--- src/rtl/div_iter_r2.sv ---
// rtl/div_iter_r2.sv - iterative radix-2 restoring divider, responder side of the EX start/ready handshake
//
// Purpose: returns quotient and remainder with RISC-V DIV/DIVU/REM/REMU (and W variant)
// semantics. A request is held on start until ready pulses for one cycle.
//
// Ports:
//   clock      in   1     system clock, all state on posedge
//   reset      in   1     synchronous, active-high
//   start      in   1     request level, held by EX until ready
//   is_signed  in   1     1: signed div/rem, 0: unsigned
//   is_word    in   1     1: word op on a[31:0]/b[31:0], results sign-extended from bit 31
//   a          in   XLEN  dividend, stable while start=1
//   b          in   XLEN  divisor, stable while start=1
//   ready      out  1     one-cycle pulse, q/r/error valid
//   error      out  1     divide-by-zero flag
//   q          out  XLEN  quotient
//   r          out  XLEN  remainder

module div_iter_r2 #(
   parameter int XLEN = 64
) (
   input  logic            clock,
   input  logic            reset,
   input  logic            start,
   input  logic            is_signed,
   input  logic            is_word,
   input  logic [XLEN-1:0] a,
   input  logic [XLEN-1:0] b,
   output logic            ready,
   output logic            error,
   output logic [XLEN-1:0] q,
   output logic [XLEN-1:0] r
);

   localparam int CW = $clog2(XLEN + 1);

   typedef enum logic [1:0] {IDLE, CALC, FIX, DONE} state_t;

   state_t          state;
   logic [CW-1:0]   count;
   logic [XLEN-1:0] dvd;     // dividend magnitude shifting out, quotient bits shifting in
   logic [XLEN-1:0] dvs;     // divisor magnitude
   logic [XLEN-1:0] rem;     // partial remainder
   logic            q_neg;
   logic            r_neg;
   logic            word;

   // operand extension and magnitudes
   logic [XLEN-1:0] ext_a, ext_b, mag_a, mag_b, dvd_init, zero_rem;
   logic            sa, sb;
   logic [CW-1:0]   n_bits;

   always_comb begin
      ext_a = a;
      ext_b = b;
      if (is_word) begin
         ext_a = {{(XLEN-32){is_signed & a[31]}}, a[31:0]};
         ext_b = {{(XLEN-32){is_signed & b[31]}}, b[31:0]};
      end
      sa    = is_signed & ext_a[XLEN-1];
      sb    = is_signed & ext_b[XLEN-1];
      mag_a = sa ? -ext_a : ext_a;
      mag_b = sb ? -ext_b : ext_b;
      // Word mode left-aligns the 32-bit magnitude so CALC always consumes from bit XLEN-1.
      dvd_init = is_word ? (mag_a << (XLEN-32)) : mag_a;
      n_bits   = is_word ? CW'(32) : CW'(XLEN);
      // Divide-by-zero remainder: word mode always sign-extends a[31:0], even for REMUW.
      zero_rem = is_word ? {{(XLEN-32){a[31]}}, a[31:0]} : a;
   end

   // one restoring step
   logic [XLEN:0]   rem_sh, rem_sub;
   logic            take;

   always_comb begin
      rem_sh  = {rem, dvd[XLEN-1]};
      rem_sub = rem_sh - {1'b0, dvs};
      // rem_sh < 2*dvs, so a non-negative difference always fits in XLEN bits
      // and the top bit is a clean borrow flag.
      take    = ~rem_sub[XLEN];
   end

   // sign fix-up
   logic [XLEN-1:0] q_sgn, r_sgn, q_fix, r_fix;

   always_comb begin
      q_sgn = q_neg ? -dvd : dvd;
      r_sgn = r_neg ? -rem : rem;
      q_fix = q_sgn;
      r_fix = r_sgn;
      if (word) begin
         q_fix = {{(XLEN-32){q_sgn[31]}}, q_sgn[31:0]};
         r_fix = {{(XLEN-32){r_sgn[31]}}, r_sgn[31:0]};
      end
   end

   always_ff @(posedge clock) begin
      if (reset) begin
         state <= IDLE;
         ready <= 1'b0;
         error <= 1'b0;
         q     <= '0;
         r     <= '0;
         count <= '0;
         dvd   <= '0;
         dvs   <= '0;
         rem   <= '0;
         q_neg <= 1'b0;
         r_neg <= 1'b0;
         word  <= 1'b0;
      end else begin
         case (state)
            IDLE: begin
               ready <= 1'b0;
               if (start) begin
                  word  <= is_word;
                  q_neg <= sa ^ sb;
                  r_neg <= sa;
                  dvs   <= mag_b;
                  dvd   <= dvd_init;
                  rem   <= '0;
                  count <= n_bits;
                  if (ext_b == '0) begin
                     error <= 1'b1;
                     q     <= '1;
                     r     <= zero_rem;
                     ready <= 1'b1;
                     state <= DONE;
                  end else begin
                     error <= 1'b0;
                     state <= CALC;
                  end
               end
            end
            CALC: begin
               if (!start) begin
                  state <= IDLE;
               end else begin
                  rem   <= take ? rem_sub[XLEN-1:0] : rem_sh[XLEN-1:0];
                  dvd   <= {dvd[XLEN-2:0], take};
                  count <= count - CW'(1);
                  if (count == CW'(1)) state <= FIX;
               end
            end
            FIX: begin
               if (!start) begin
                  state <= IDLE;
               end else begin
                  q     <= q_fix;
                  r     <= r_fix;
                  ready <= 1'b1;
                  state <= DONE;
               end
            end
            DONE: begin
               // start is ignored here; EX drops it on seeing ready
               ready <= 1'b0;
               state <= IDLE;
            end
            default: state <= IDLE;
         endcase
      end
   end

endmodule

--- config.mk ---
export PLATFORM = sky130hd
export DESIGN_NAME = div_iter_r2
export DESIGN_NICKNAME = d
export VERILOG_FILES = /design/src/rtl/div_iter_r2.sv
export SDC_FILE = /design/constraint.sdc
export NUM_CORES = 1
export LEC_CHECK = 0
export ABC_AREA = 1
export CAP_MARGIN = 20
export CORE_ASPECT_RATIO = 1.5
export CORE_UTILIZATION = 45
export DETAILED_ROUTE_END_ITERATION = 7
export HOLD_SLACK_MARGIN = 0.08
export MAX_ROUTING_LAYER = met4
export PLACE_DENSITY = 0.64
export SYNTH_ARGS = -nofsm -noshare
export SYNTH_HDL_FRONTEND = slang
export SYNTH_SLANG_ARGS = --single-unit
--- constraint.sdc ---
create_clock -name clock -period 3.5 [get_ports clock]
set_input_delay 0.35 -clock clock [delete_from_list [all_inputs] [get_ports clock]]
set_output_delay 0.35 -clock clock [all_outputs]
set_load 0.01 [all_outputs]
== Word-level counts from Yosys, hierarchy flattened ==
Cells that the tools add are included.
Operators by class
  add/sub/neg operators: 6
  equal/unequal tests: 9
  muxes and demuxes: 39
  bitwise logic cells: 6
  reductions and logical operators: 10
Operator list (count)
  $mux 64: 21
  $pmux 64 s2: 4
  $neg 64->64: 4
  $sub 65x64->65: 1
  $logic_not 64->1: 1
  $mux 7: 3
  $pmux 7 s2: 1
  $mux 2: 5
  $ne 2x2->1 const B: 4
  $pmux 2 s4: 1
  $eq 7x1->1 const B: 1
  $sub 7x1->7 const B: 1
  $reduce_and 2->1: 3
  $and 1x1->1: 4
  $eq 2x2->1 const B: 2
  $reduce_and 4->1: 1
  $reduce_bool 2->1: 2
  $mux 1: 3
  $ne 3x3->1 const B: 1
  $pmux 1 s3: 1
  $reduce_and 3->1: 1
  $reduce_bool 3->1: 1
  $eq 2x1->1 const B: 1
  $logic_not 2->1: 1
  2 further kinds: 2
Word-level totals
  register bits after elaboration: 334
  input bits: 133
  output and inout port bits: 130

== Logic depth before layout (Yosys ltp) ==
  depth in word-level cells: 7
  depth in mapped cells: 21
  gate-level depth less buffers: 19

== Worst setup path before layout ==
No wires, ideal clock.
  path type: register to register
  start: register dvd[63]
  end: register rem[19]
  library setup time: 0.132 ns
  arrival time: 2.472 ns
  required time: 3.368 ns
  slack: 0.895 ns
  cell stages (with the launch flop): 22
  path buffers: 2
  period minus slack after synthesis: 2.605 ns
  cells stage by stage: dfxtp_1 inv_1 ha_1 fa_1 inv_1 nand2_1 nand2_1 nand3_1 nand2_1 nand2_1 nand2_1 nand2_1 nand2_1 nand2_1 nand2_1 nand2_2 nand2_1 buf_4 buf_4 nand2_1 nand3_1 a21oi_1
On the way
  longest elaborated chain between the ends: 4
Ends and longest elaborated chain
  start, declared: line 41  | logic [XLEN-1:0] dvd;
  start signal, assigned: line 120  | dvd <= dvd_init;
  start signal, assigned: line 140  | dvd <= {dvd[XLEN-2:0], take};
  $sub 65x64->65: line 77  | rem_sub = rem_sh - {1'b0, dvs};
  $mux 64: line 139  | rem <= take ? rem_sub[XLEN-1:0] : rem_sh[XLEN-1:0];
  $mux 64: line 136  | if (!start) begin
  $pmux 64 s2: line 112  | case (state)
  end signal, assigned: line 139
  end, declared: line 43  | logic [XLEN-1:0] rem;
Every way passes these cells. The select of a mux whose other input is x is not followed.
A chain may end at the register's enable or synchronous reset.

== Worst setup path in the final report ==
  start: register dvd[4]
  end: register q[58]
On the way
  longest elaborated chain between the ends: 5
Ends and longest elaborated chain
  $neg 64->64: line 87  | q_sgn = q_neg ? -dvd : dvd;
  $mux 64: line 87
  $mux 64: line 91  | if (word) begin
  $mux 64: line 146  | if (!start) begin
  $pmux 64 s2: line 112
  end signal, assigned: line 149  | q <= q_fix;
  end, declared: line 31  | output logic [XLEN-1:0] q,
Every way passes these cells. The select of a mux whose other input is x is not followed.

==> run metrics <==
Post-synth EDFFs 0; Synth Instances 5608; CP Class reg2reg; most frequent cells in the layout nand2_1 (1831), inv_1 (831), nor2_1 (698), nand3_1 (501), a21oi_1 (395); Root Driver clkbuf_16; overall via count from detail_route 37360; HP Class in2reg; commonest non-fill, non-tap cell in the layout nand2_1; Final Hold Fails 0; Yosys Warn Count 0; synth top area cells nand2_1 (23%), dfxtp_1 (22%), inv_1 (10%), nor2_1 (8.7%), nand3_1 (8.3%); IO Port Bufs 262; WHS 149.1 ps; Die W 213.8 um; Synth top area share 22.73%; worst skew pair latency 610 ps; crit path time final 3373 ps; Distinct cells, synth 44; critical path capture point type flip-flop; Synth Area in Adders 2.958%; vias per cell 5.486; CTS tree done; GRT overflow 0; Data required, critical path 4030 ps; Netlist Area Pre-Place 30290 um^2; post-synthesis sequential area ratio 22.08%; 1st-iter DRT viols 3429; GPL Wtd Cong 1.134; post-cts resize count 0; core area 66620 um^2; min-delay src reset; Final period util 96.36%; PD cells 336.6 nW/um^2; status finished with violations; antenna diode count 0; synthesized area per cell 5.401 um^2; first-pass GRT wire length 214200 um; Post-DRT Antenna Nets 0; total global-route track usage 43.62%; Setup Skew 47.69 ps; Main synth FF type dfxtp_1; Fmax achieved 296.5 MHz; post-synthesis sequential element count 334; Die H 319.7 um; Synth Area in Compound Gates 13.22%; CTS buffer count 37; simple-gate share of the synthesized area 44.28%; clk buf depth 3; Critical Path AT 3910 ps; number of global-route vias before repair 35620; CP Launch Point dvd[4]$_SDFFE_PP0P_; Leak 18.65 nW; ratio of cells with drive above 1 in the final layout 5.502%; Layout area overhead 19.40%; clk slew on worst S/H paths 60 ps; drt wl/cell 21.58 um; Final setup viols 0; Setup Buffers After CTS 0; Post-DP HPWL 119100 um; RSZ-0062 raised after global routing false; hold_buf cts 0; proportion of synthesized area in mux cells 0%; IR drop worst, VDD 0.3253 mV; leading area contributor after synthesis nand2_1; initial antenna violation count 0; Post-route DRC 2; DIE AREA 68370 um^2; Max Fanout on Critical Path 5; clk sink count 334; launch point of the worst reg-to-reg path dvd[4]$_SDFFE_PP0P_; largest net degree at the start of global routing 171; Worst Tran Pin Value 988.7 ps; fin util 54.28%; largest family of logic cells by synthesized area simple AND/OR/NAND/NOR gates; initial core utilization 45.46%; MaxCap Viol Count 0; Pre-antenna DRT Iters 8; Fin Setup TNS 0 ps; crit start category flip-flop; Max-slew headroom 33.84%; failing checks DRC; Routed WL 147000 um; H-tree levels 2; site row count 116; Synth Area in XOR/XNOR 3.644%; Synth async-reset ratio 0%; Max Slew Vio Count 0; IO Pins 263; Total Nets Final 6102; syn nets 5812
metrics by stage:
step                cells  worst slack [ps]  cell area, um^2  total power [mW]
detailed placement   6743            -12.55            34820             7.752
global placement     6743             15.18            34820             7.751
finish               6810             127.3            36160             12.17
CTS                  6809             291.4            36130             12.07
global route         6810             3.936            36160             12.59
floorplan            5608             895.3            30290             6.238
sequential cells by signal, summed over array words and instances (netlist names):
name	count
word	1
r	64
count	7
state	2
rem	64
q	64
dvd	64
r_neg	1
ready	1
q_neg	1
error	1
dvs	64
worst max-delay path: stages, from the launching register on:
cell and delay, ps:
dfxtp_1 370, nor2_1 780, nand2_1 230, inv_1 90, nand2_1 110, nor2_1 160, nand2_1 90, nand2_1 380
nand2_1 230, a21oi_1 280, nand2_1 140, nand2_1 80, nand2_1 50, nor2_1 150, nor2_1 70, nor2_1 80
power breakdown:
| group | internal (mW) | switching [mW] |
|---|---|---|
| clock | 2.59 | 1.78 |
| combinational | 1.12 | 2.55 |
| sequential | 3.96 | 0.161 |
layer usage:
metal	GRT usage, %	wire length (um)
met3	5.597	8639
met2	72.42	69550
met5	-	0
met1	42.19	50110
met4	45.51	18690
synth_stat cells, drive strengths merged, types with 80 or more instances:
master / instances
a21oi: 395
buf: 81
clkbuf: 135
dfxtp: 334
inv: 851
nand2: 1839
nand3: 504
nand4: 80
nor2: 706
nor3: 82
o21ai: 223
xor2: 90
final cells by class:
type	instances	area, um^2
clock buffer	52	1074
fill	7239	30460
timing repair buffer	467	4363
multi-input combinational	4204	19480
inverter	854	3211
tap	885	1107
sequential	334	6689
clock inverter	14	240.2
path summary, 6_finish.rpt:
kind | endpoint | slack [ps] | cells past startpoint
setup / recovery | q[58]$_SDFFE_PP0P_ | 130 | 15
hold / removal | count[1]$_SDFFE_PP0P_ | 150 | 2
setup reg to reg | q[58]$_SDFFE_PP0P_ | 130 | 15
hold reg to reg | r[22]$_SDFFE_PP0P_ | 460 | 2
logic make-up (layout without fill, tap and decap cells):
group / Yosys count / in the layout
compound gates: 740 / 740
xor+xnor: 126 / 126
fa+ha+maj: 71 / 71
buf+inv: 1070 / 1387
flops: 334 / 334
simple gates: 3267 / 3267
Note: power is estimated with default switching activity, not from simulation.
